### config.mk
export PLATFORM = sky130hd
export DESIGN_NAME = xm_latch_md
export DESIGN_NICKNAME = d
export VERILOG_FILES = /design/src/rtl/xm_latch_md_pkg.sv /design/src/rtl/xm_latch_md_multdiv_seq.sv /design/src/rtl/xm_latch_md.sv
export SDC_FILE = /design/constraint.sdc
export NUM_CORES = 1
export LEC_CHECK = 0
export ABC_AREA = 1
export CORE_MARGIN = 3
export CORE_UTILIZATION = 40
export DETAILED_ROUTE_END_ITERATION = 8
export PLACE_DENSITY_LB_ADDON = 0.15
export SYNTH_ARGS = -nofsm -noshare
export SYNTH_HDL_FRONTEND = slang
export SYNTH_SLANG_ARGS = --single-unit
### constraint.sdc
create_clock -name clock -period 1.7 [get_ports clock]
set_input_delay 0.34 -clock clock [delete_from_list [all_inputs] [get_ports clock]]
set_output_delay 0.34 -clock clock [all_outputs]
set_load 0.1 [all_outputs]
### src/rtl/xm_latch_md_pkg.sv
// Shared decode constants, status codes and the multdiv sequencer state type
// for the execute->memory latch.
package xm_latch_md_pkg;

    localparam logic [4:0] OPC_RTYPE = 5'b00000;
    localparam logic [4:0] OPC_ADDI  = 5'b00101;
    localparam logic [4:0] ALU_ADD   = 5'b00000;
    localparam logic [4:0] ALU_SUB   = 5'b00001;
    localparam logic [4:0] ALU_MUL   = 5'b00110;
    localparam logic [4:0] ALU_DIV   = 5'b00111;

    localparam logic [31:0] CODE_NONE = 32'd0;
    localparam logic [31:0] CODE_ADD  = 32'd1;
    localparam logic [31:0] CODE_ADDI = 32'd2;
    localparam logic [31:0] CODE_SUB  = 32'd3;
    localparam logic [31:0] CODE_MUL  = 32'd4;
    localparam logic [31:0] CODE_DIV  = 32'd5;

    typedef enum logic {
        IDLE = 1'b0,
        BUSY = 1'b1
    } mdState_t;

    function automatic logic isMul(input logic [31:0] insn);
        return (insn[31:27] == OPC_RTYPE) && (insn[6:2] == ALU_MUL);
    endfunction

    function automatic logic isDiv(input logic [31:0] insn);
        return (insn[31:27] == OPC_RTYPE) && (insn[6:2] == ALU_DIV);
    endfunction

    // Status code for adder-class instructions; CODE_NONE means not overflow-capable.
    function automatic logic [31:0] adderCode(input logic [31:0] insn);
        logic [31:0] code;
        code = CODE_NONE;
        case (insn[31:27])
            OPC_ADDI:  code = CODE_ADDI;
            OPC_RTYPE: begin
                case (insn[6:2])
                    ALU_ADD: code = CODE_ADD;
                    ALU_SUB: code = CODE_SUB;
                    default: code = CODE_NONE;
                endcase
            end
            default:   code = CODE_NONE;
        endcase
        return code;
    endfunction

    function automatic logic [31:0] rewriteDest(input logic [31:0] insn, input logic [4:0] rd);
        return {insn[31:27], rd, insn[21:0]};
    endfunction

endpackage

### src/rtl/xm_latch_md_multdiv_seq.sv
// Multicycle mul/div sequencer: start pulses, upstream stall and captured insn/pc.
// Optional BUSY-cycle counter under XM_STALL_COUNTER_EN.
module multdiv_seq
    import xm_latch_md_pkg::*;
(
    input  logic        clock,
    input  logic        reset_n,
    input  logic        enable,
    input  logic        flush,
    input  logic        xValid,
    input  logic [31:0] xInsn,
    input  logic [31:0] xPc,
    input  logic        mdReady,
    output logic        issue,
    output logic        complete,
    output logic        busy,
    output logic        mdCtrlMult,
    output logic        mdCtrlDiv,
    output logic        stallUpstream,
    output logic [31:0] capInsn,
    output logic [31:0] capPc,
    output logic        capIsDiv
`ifdef XM_STALL_COUNTER_EN
    ,
    output logic [31:0] stallCycles
`endif
);

    mdState_t    stateR;
    mdState_t    nextStateS;
    logic        multPulseR;
    logic        divPulseR;
    logic [31:0] capInsnR;
    logic [31:0] capPcR;
    logic        capIsDivR;
    logic        xIsMulS;
    logic        xIsDivS;

    assign xIsMulS = isMul(xInsn);
    assign xIsDivS = isDiv(xInsn);

    // Issue/complete qualifiers and next-state selection.
    always_comb begin
        nextStateS    = stateR;
        issue         = 1'b0;
        complete      = 1'b0;
        stallUpstream = 1'b0;
        case (stateR)
            IDLE: begin
                issue = xValid && (xIsMulS || xIsDivS) && enable && !flush;
                if (issue) begin
                    nextStateS = BUSY;
                end else begin
                    nextStateS = IDLE;
                end
            end
            BUSY: begin
                complete      = mdReady && !flush;
                stallUpstream = !mdReady && !flush;
                if (flush || mdReady) begin
                    nextStateS = IDLE;
                end else begin
                    nextStateS = BUSY;
                end
            end
            default: nextStateS = IDLE;
        endcase
    end

    // State, start pulses and operand capture.
    always_ff @(posedge clock or negedge reset_n) begin
        if (!reset_n) begin
            stateR     <= IDLE;
            multPulseR <= 1'b0;
            divPulseR  <= 1'b0;
            capInsnR   <= 32'd0;
            capPcR     <= 32'd0;
            capIsDivR  <= 1'b0;
        end else begin
            stateR     <= nextStateS;
            multPulseR <= issue && xIsMulS;
            divPulseR  <= issue && xIsDivS;
            if (issue) begin
                capInsnR  <= xInsn;
                capPcR    <= xPc;
                capIsDivR <= xIsDivS;
            end else begin
                capInsnR  <= capInsnR;
                capPcR    <= capPcR;
                capIsDivR <= capIsDivR;
            end
        end
    end

`ifdef XM_STALL_COUNTER_EN
    logic [31:0] stallCyclesR;

    // Free-running count of BUSY cycles; wraps naturally, cleared only by reset.
    always_ff @(posedge clock or negedge reset_n) begin
        if (!reset_n) begin
            stallCyclesR <= 32'd0;
        end else if (stateR == BUSY) begin
            stallCyclesR <= stallCyclesR + 32'd1;
        end else begin
            stallCyclesR <= stallCyclesR;
        end
    end

    assign stallCycles = stallCyclesR;
`endif

    assign busy       = (stateR == BUSY);
    assign mdCtrlMult = multPulseR;
    assign mdCtrlDiv  = divPulseR;
    assign capInsn    = capInsnR;
    assign capPc      = capPcR;
    assign capIsDiv   = capIsDivR;

endmodule

### src/rtl/xm_latch_md.sv
// Execute->memory pipeline latch with multdiv sequencing and $rstatus exception rewrite.
// Define XM_STALL_COUNTER_EN to add the md_stall_cycles BUSY-cycle counter port.
module xm_latch_md
    import xm_latch_md_pkg::*;
#(
    parameter int RSTATUS_REG = 30
) (
    input  logic        clock,
    input  logic        reset_n,
    input  logic        enable,
    input  logic        flush,
    input  logic        x_valid,
    input  logic [31:0] x_insn,
    input  logic [31:0] x_pc,
    input  logic [31:0] x_alu_out,
    input  logic [31:0] x_data_b,
    input  logic        adder_overflow,
    input  logic        md_ready,
    input  logic [31:0] md_result,
    input  logic        md_exception,
    output logic        md_ctrl_mult,
    output logic        md_ctrl_div,
    output logic        stall_upstream,
    output logic        m_valid,
    output logic [31:0] m_insn,
    output logic [31:0] m_pc,
    output logic [31:0] m_o,
    output logic [31:0] m_b
`ifdef XM_STALL_COUNTER_EN
    ,
    output logic [31:0] md_stall_cycles
`endif
);

    localparam logic [4:0] RSTATUS_FIELD = 5'(RSTATUS_REG);

    logic        issueS;
    logic        completeS;
    logic        busyS;
    logic [31:0] capInsnS;
    logic [31:0] capPcS;
    logic        capIsDivS;
    logic [31:0] adderCodeS;
    logic        adderExcS;

    logic        mValidR;
    logic [31:0] mInsnR;
    logic [31:0] mPcR;
    logic [31:0] mOR;
    logic [31:0] mBR;

    multdiv_seq uSeq (
        .clock         (clock),
        .reset_n       (reset_n),
        .enable        (enable),
        .flush         (flush),
        .xValid        (x_valid),
        .xInsn         (x_insn),
        .xPc           (x_pc),
        .mdReady       (md_ready),
        .issue         (issueS),
        .complete      (completeS),
        .busy          (busyS),
        .mdCtrlMult    (md_ctrl_mult),
        .mdCtrlDiv     (md_ctrl_div),
        .stallUpstream (stall_upstream),
        .capInsn       (capInsnS),
        .capPc         (capPcS),
        .capIsDiv      (capIsDivS)
`ifdef XM_STALL_COUNTER_EN
        ,
        .stallCycles   (md_stall_cycles)
`endif
    );

    assign adderCodeS = adderCode(x_insn);
    assign adderExcS  = x_valid && adder_overflow && (adderCodeS != CODE_NONE);

    // M-stage registers; priority: flush, multdiv completion, BUSY bubble, issue bubble, advance, hold.
    always_ff @(posedge clock or negedge reset_n) begin
        if (!reset_n) begin
            mValidR <= 1'b0;
            mInsnR  <= 32'd0;
            mPcR    <= 32'd0;
            mOR     <= 32'd0;
            mBR     <= 32'd0;
        end else if (flush || (busyS && !completeS) || (enable && issueS)) begin
            mValidR <= 1'b0;
            mInsnR  <= 32'd0;
            mPcR    <= 32'd0;
            mOR     <= 32'd0;
            mBR     <= 32'd0;
        end else if (completeS) begin
            mValidR <= 1'b1;
            mPcR    <= capPcS;
            mBR     <= 32'd0;
            if (md_exception) begin
                mInsnR <= rewriteDest(capInsnS, RSTATUS_FIELD);
                mOR    <= capIsDivS ? CODE_DIV : CODE_MUL;
            end else begin
                mInsnR <= capInsnS;
                mOR    <= md_result;
            end
        end else if (enable) begin
            mValidR <= x_valid;
            mPcR    <= x_pc;
            mBR     <= x_data_b;
            if (adderExcS) begin
                mInsnR <= rewriteDest(x_insn, RSTATUS_FIELD);
                mOR    <= adderCodeS;
            end else begin
                mInsnR <= x_insn;
                mOR    <= x_alu_out;
            end
        end else begin
            mValidR <= mValidR;
            mInsnR  <= mInsnR;
            mPcR    <= mPcR;
            mOR     <= mOR;
            mBR     <= mBR;
        end
    end

    assign m_valid = mValidR;
    assign m_insn  = mInsnR;
    assign m_pc    = mPcR;
    assign m_o     = mOR;
    assign m_b     = mBR;

endmodule

After elaboration in Yosys (flattened, before gate mapping)

Index checks and enable logic that the tools add are counted.

Bits in writable memories: 0
Output and inout bits: 132
Word-level logic and storage cells: 68
Latch bits: 0
Input port bits: 168
ROM bits: 0
Memories: 0
Register bits: 197

Reductions and logical operators: 24
Muxes and demuxes: 28
Shift operators: 0
Multipliers: 0
$lt $le $gt $ge: 0
Bitwise gates (word level): 1
$add $sub $neg: 0
Divide/modulo/power cells: 0
Equality and inequality tests: 4

Operator list:

| operator                                       | count |
|---|---|
| 2-to-1 mux 32 bit                              | 14 |
| 2-to-1 mux 27 bit                              | 2 |
| nonzero test 32 bit                            | 1 |
| == test 5 x 3 -> 1 bit (second input constant) | 3 |
| logical AND 1 bit                              | 13 |
| zero test 5 bit                                | 2 |
| 2-to-1 mux 1 bit                               | 9 |
| one-hot mux 2 bit (2 select lines)             | 2 |
| == test 5 x 1 -> 1 bit (second input constant) | 1 |
| logical OR 1 bit                               | 4 |
| zero test 1 bit                                | 3 |
| nonzero test 3 bit                             | 1 |
| one-hot mux 1 bit (2 select lines)             | 1 |
| NOT 1 bit                                      | 1 |

Depth between registers and ports, before layout

Word-level depth: 10
Mapped depth: 11
Depth with buffers taken out: 9

By module

A second synthesis with hierarchy kept.

Cell total of the unflattened synthesis: 1121
Area, all modules: 8892.3 um2

Modules (own cells, without submodules):

| module      | times used | seq. area each (um2) | area an instance (um2) | cells an instance |
|---|---|---|---|---|
| xm_latch_md | 1          | 3228.1               | 6222.2                 | 824 |
| multdiv_seq | 1          | 1701.6               | 2670.1                 | 297 |

Worst setup path before layout

No wires, ideal clock.

Path kind: reg2reg
Start point: register uSeq.stateR (netlist: uSeq.busy)
End point: register uSeq.stateR (netlist: uSeq.busy)
Cell stages (with the launch flop): 4
Data arrival time: 2.898 ns
Slack: -1.274 ns
Buffers on the path: 0
Cells stage by stage: dfrtp_1 -> inv_1 -> nor3_1 -> or2_2

Cells in the longest elaborated chain, start to end: 2

RTL lines:

| item                                 | line                          | text |
|---|---|---|
| start: declaration                   | xm_latch_md_multdiv_seq.sv:29 | `mdState_t stateR;` |
| start signal: assignment             | xm_latch_md_multdiv_seq.sv:80 | `stateR <= nextStateS;` |
| NOT 1 bit                            | -                             |  |
| one-hot mux 1 bit (2 select lines) * | xm_latch_md_multdiv_seq.sv:48 | `case (stateR)` |
| via uSeq.nextStateS                  | xm_latch_md_multdiv_seq.sv:30 | `mdState_t nextStateS;` |

Mark *: on every way through the listed nets, which the timed path passes. The rest lies on a longest branch.
A chain may end at the register's enable or synchronous reset.

Final worst setup path

Start point: input port md_ready
End point: output port stall_upstream

Cells in the longest elaborated chain, start to end: 3

RTL lines:

| item               | line                          | text |
|---|---|---|
| start: declaration | xm_latch_md.sv:18             | `input logic md_ready,` |
| zero test 1 bit    | xm_latch_md_multdiv_seq.sv:59 | `stallUpstream = !mdReady && !flush;` |
| logical AND 1 bit  | xm_latch_md_multdiv_seq.sv:59 |  |
| 2-to-1 mux 1 bit   | xm_latch_md_multdiv_seq.sv:48 |  |
| end: declaration   | xm_latch_md.sv:23             | `output logic stall_upstream,` |

No other way between the ends.

==> impl_metrics.py <==
metrics = {
    "clock_network": {
        "clk_latency_ns": 0.42,
        "cts_tree": "yes",
        "numCtsBuffers": 17,
        "root_buffer": "clkbuf_16",
        "htreeDepth": 4,
        "clk_path_buf_depth": 2,
        "clock_sinks": 197,
        "clk_pin_slew_worst_paths_ns": 0.07,
    },
    "cells_and_area": {
        "fin_nets": 1535,
        "antennaDiodeCount": 0,
        "num-fill-cells": 1752,
        "drive_gt1_share_pct": 19.1,
        "final_cell_count_no_fill": 1660,
        "syn_to_final_growth_pct": 63.5,
    },
    "job": {
        "maxCapViolCount": 0,
    },
    "placement": {
        "io_buffers": 299,
        "dp.cells": 1624,
        "hpwl_um": 19600,
        "place_congestion": 0.856,
    },
    "yosys": {
        "synth_cells": 1050,
        "synthTopCellsByCount": "nand2_1 (454), dfrtp_1 (197), o21ai_1 (71)",
        "ys.flop_type": "dfrtp_1",
        "synth-seq-cells": 197,
        "synth.net_count": 1218,
        "syn_area_per_cell_um2": 8.50,
        "synth_most_common_cell": "nand2_1",
        "synth_area_leaders": "dfrtp_1 (55%), nand2_1 (19%), mux2i_1 (4.0%)",
        "async_reset_ff_share_pct": 100,
        "yosysTopAreaCell": "dfrtp_1",
        "seq_area_frac_synth_pct": 55.2,
        "ys_warn_count": 0,
        "syn-cell-area_um2": 8930,
        "yosysUniqueCellTypes": 28,
        "synth-edff-count": 0,
        "yosys.area.top_type_share_pct": 55.2,
    },
    "detailed_routing": {
        "avgViaCountPerCell": 4.89,
        "vias": 8110,
        "wl_per_cell_um": 16.5,
        "drt_iter0_drc": 529,
        "first_pass_iters": 4,
        "remaining_drc_errors": 0,
        "finalWirelength_um": 27400,
        "ant_nets": 0,
    },
    "setup_path": {
        "r2r-end": "m_insn[22]$_DFFE_PN0P_",
        "critPathKind": "in2out",
        "reg2reg_from": "uSeq.busy$_DFF_PN0_",
        "cp.arrival_ns": 1.33,
        "worst-path-max-fanout": 3,
        "reg2reg_depth": 10,
        "cp-end-kind": "primary output",
        "crit_end": "stall_upstream",
        "start_kind": "input port",
        "reg2reg_slack_ns": 0.13,
        "crit_start": "md_ready",
        "cp.required_ns": 1.36,
    },
    "global_routing": {
        "antenna_found_initial": 1,
        "grt_max_degree": 46,
        "grt_pass1_wl_um": 43800,
        "grt_use_total_pct": 22.5,
        "grt_pass1_vias": 7976,
        "grt.overflow.total": 0,
    },
    "die": {
        "die_w_um": 155,
        "die-area_um2": 24100,
        "die_h_um": 155,
        "fp-row-count": 54,
        "core_area_um2": 21900,
        "io_pins": 300,
        "initial_core_util_pct": 40.8,
    },
    "sta": {
        "rsz0062_at_grt": "no",
        "worst_pin_slew_ns": 0.338,
        "finalCritPeriodShare_pct": 98.0,
        "final_hold_viol_count": 0,
        "slew_headroom_pct": 77.5,
        "fin_skew_ns": 0.00877,
        "setup-tns-final_ns": 0,
        "max_freq_mhz": 600,
        "min_period_ns": 1.67,
        "finalSetupViolCount": 0,
        "maxSlewViolCount": 0,
    },
    "power_and_ir_drop": {
        "vdd.ir_drop.worst_v": 0.000630,
        "power.density_nw_per_um2": 925,
        "leakagePower_nw": 7.27,
        "power.total_mw": 13.5,
    },
    "worst_hold_path": {
        "holdCritPathClass": "in2async",
    },
    "status": {
        "run_status": "complete, no violations",
    },
}
## final cells by class
type                            count  area [um2]  area share (%)
Timing Repair Buffer              363        5090            34.9
Sequential cell                   197        4930            33.8
Multi-Input combinational cell    744        3450            23.6
Clock buffer                       22         454            3.11
Tap cell                          280         350            2.40
Inverter                           44         170            1.17
Clock inverter                     10         145           0.994
## layer usage
| metal | global-route usage [%] | vias to the layer above | share of wire [%] |
|---|---|---|---|
| met4 | 7.17 | 2 | 2.5 |
| met2 | 36.4 | 254 | 49 |
| met1 | 31.0 | 3844 | 42 |
| met3 | 4.20 | 38 | 6.0 |
| li1 | - | 3972 | - |
| met5 | 0 | - | 0.048 |
## through the flow
step | cell area (um2) | hold slack (ns) | setup slack, ns | util (%)
finish | 14600 | 0.393 | 0.0334 | 66.7
global route | 14600 | 0.393 | 0.000565 | 66.7
CTS | 14600 | 0.381 | -0.0137 | 66.6
detailed placement | 14000 | 0.275 | -0.318 | 63.7
global placement | 14000 | 0.275 | -0.291 | 63.7
floorplan | 8940 | 0.0444 | 0.0652 | -
## kinds of logic (layout without fill, tap and decap cells)
family | Yosys count | in the layout | share of synthesized area [%]
mux | 36 | 36 | 4.04
simple gates | 567 | 567 | 26.0
flops | 197 | 197 | 55.2
compound gates | 141 | 141 | 8.42
buf+inv | 109 | 439 | 6.28
## registers in the layout, summed over array words and instances, names as in the netlist
register	flops
m_pc	32
uSeq.capIsDiv	1
uSeq.capInsn	32
m_o	32
uSeq.mdCtrlDiv	1
m_b	32
uSeq.capPc	32
m_insn	32
m_valid	1
uSeq.busy	1
uSeq.mdCtrlMult	1
## cells in the final DEF, fill, tap and decap left out, drive strengths merged, types with 3 or more instances in the layout
cell type,count
clkinv,4
mux2i,36
or2,3
o21ai,104
bufinv,3
nor2,36
inv,45
nand3,63
nand2,459
buf,195
a21oi,34
clkbuf,23
nand4,5
clkdlybuf4s50,165
dfrtp,197
## power by group
group          switching, mW  internal, mW  total, mW
combinational           2.55          1.55       4.10
clock                   1.80          2.37       4.17
sequential             0.288          4.94       5.23
## how the worst min path moves through the flow
stage / from / end / slack [ns] / cells past startpoint
global placement: reset_n / m_pc[4]$_DFFE_PN0P_ / 0.27 / 1
detailed placement: reset_n / m_pc[4]$_DFFE_PN0P_ / 0.27 / 1
CTS: reset_n / m_pc[4]$_DFFE_PN0P_ / 0.38 / 2
global route: reset_n / m_pc[4]$_DFFE_PN0P_ / 0.39 / 2
finish: reset_n / m_pc[4]$_DFFE_PN0P_ / 0.39 / 2
floorplan: reset_n / m_b[0]$_DFFE_PN0P_ / 0.04 / 0
## critical path, cell delays in order
cell	delay [ns]
clkdlybuf4s50_1	0.52
nor3_4	0.26
buf_12	0.20
## repair_timing
action | 4_1_cts | 5_1_grt
pin swaps | 1 | 1
gates resized for setup | 3 | 2
endpoints found under the setup margin | 1 | 4
hold buffers | 1 | 0
setup buffers | 3 | 0
hold endpoints to repair | 24 | 0
No activity file was read; power rests on OpenSTA's default activity.
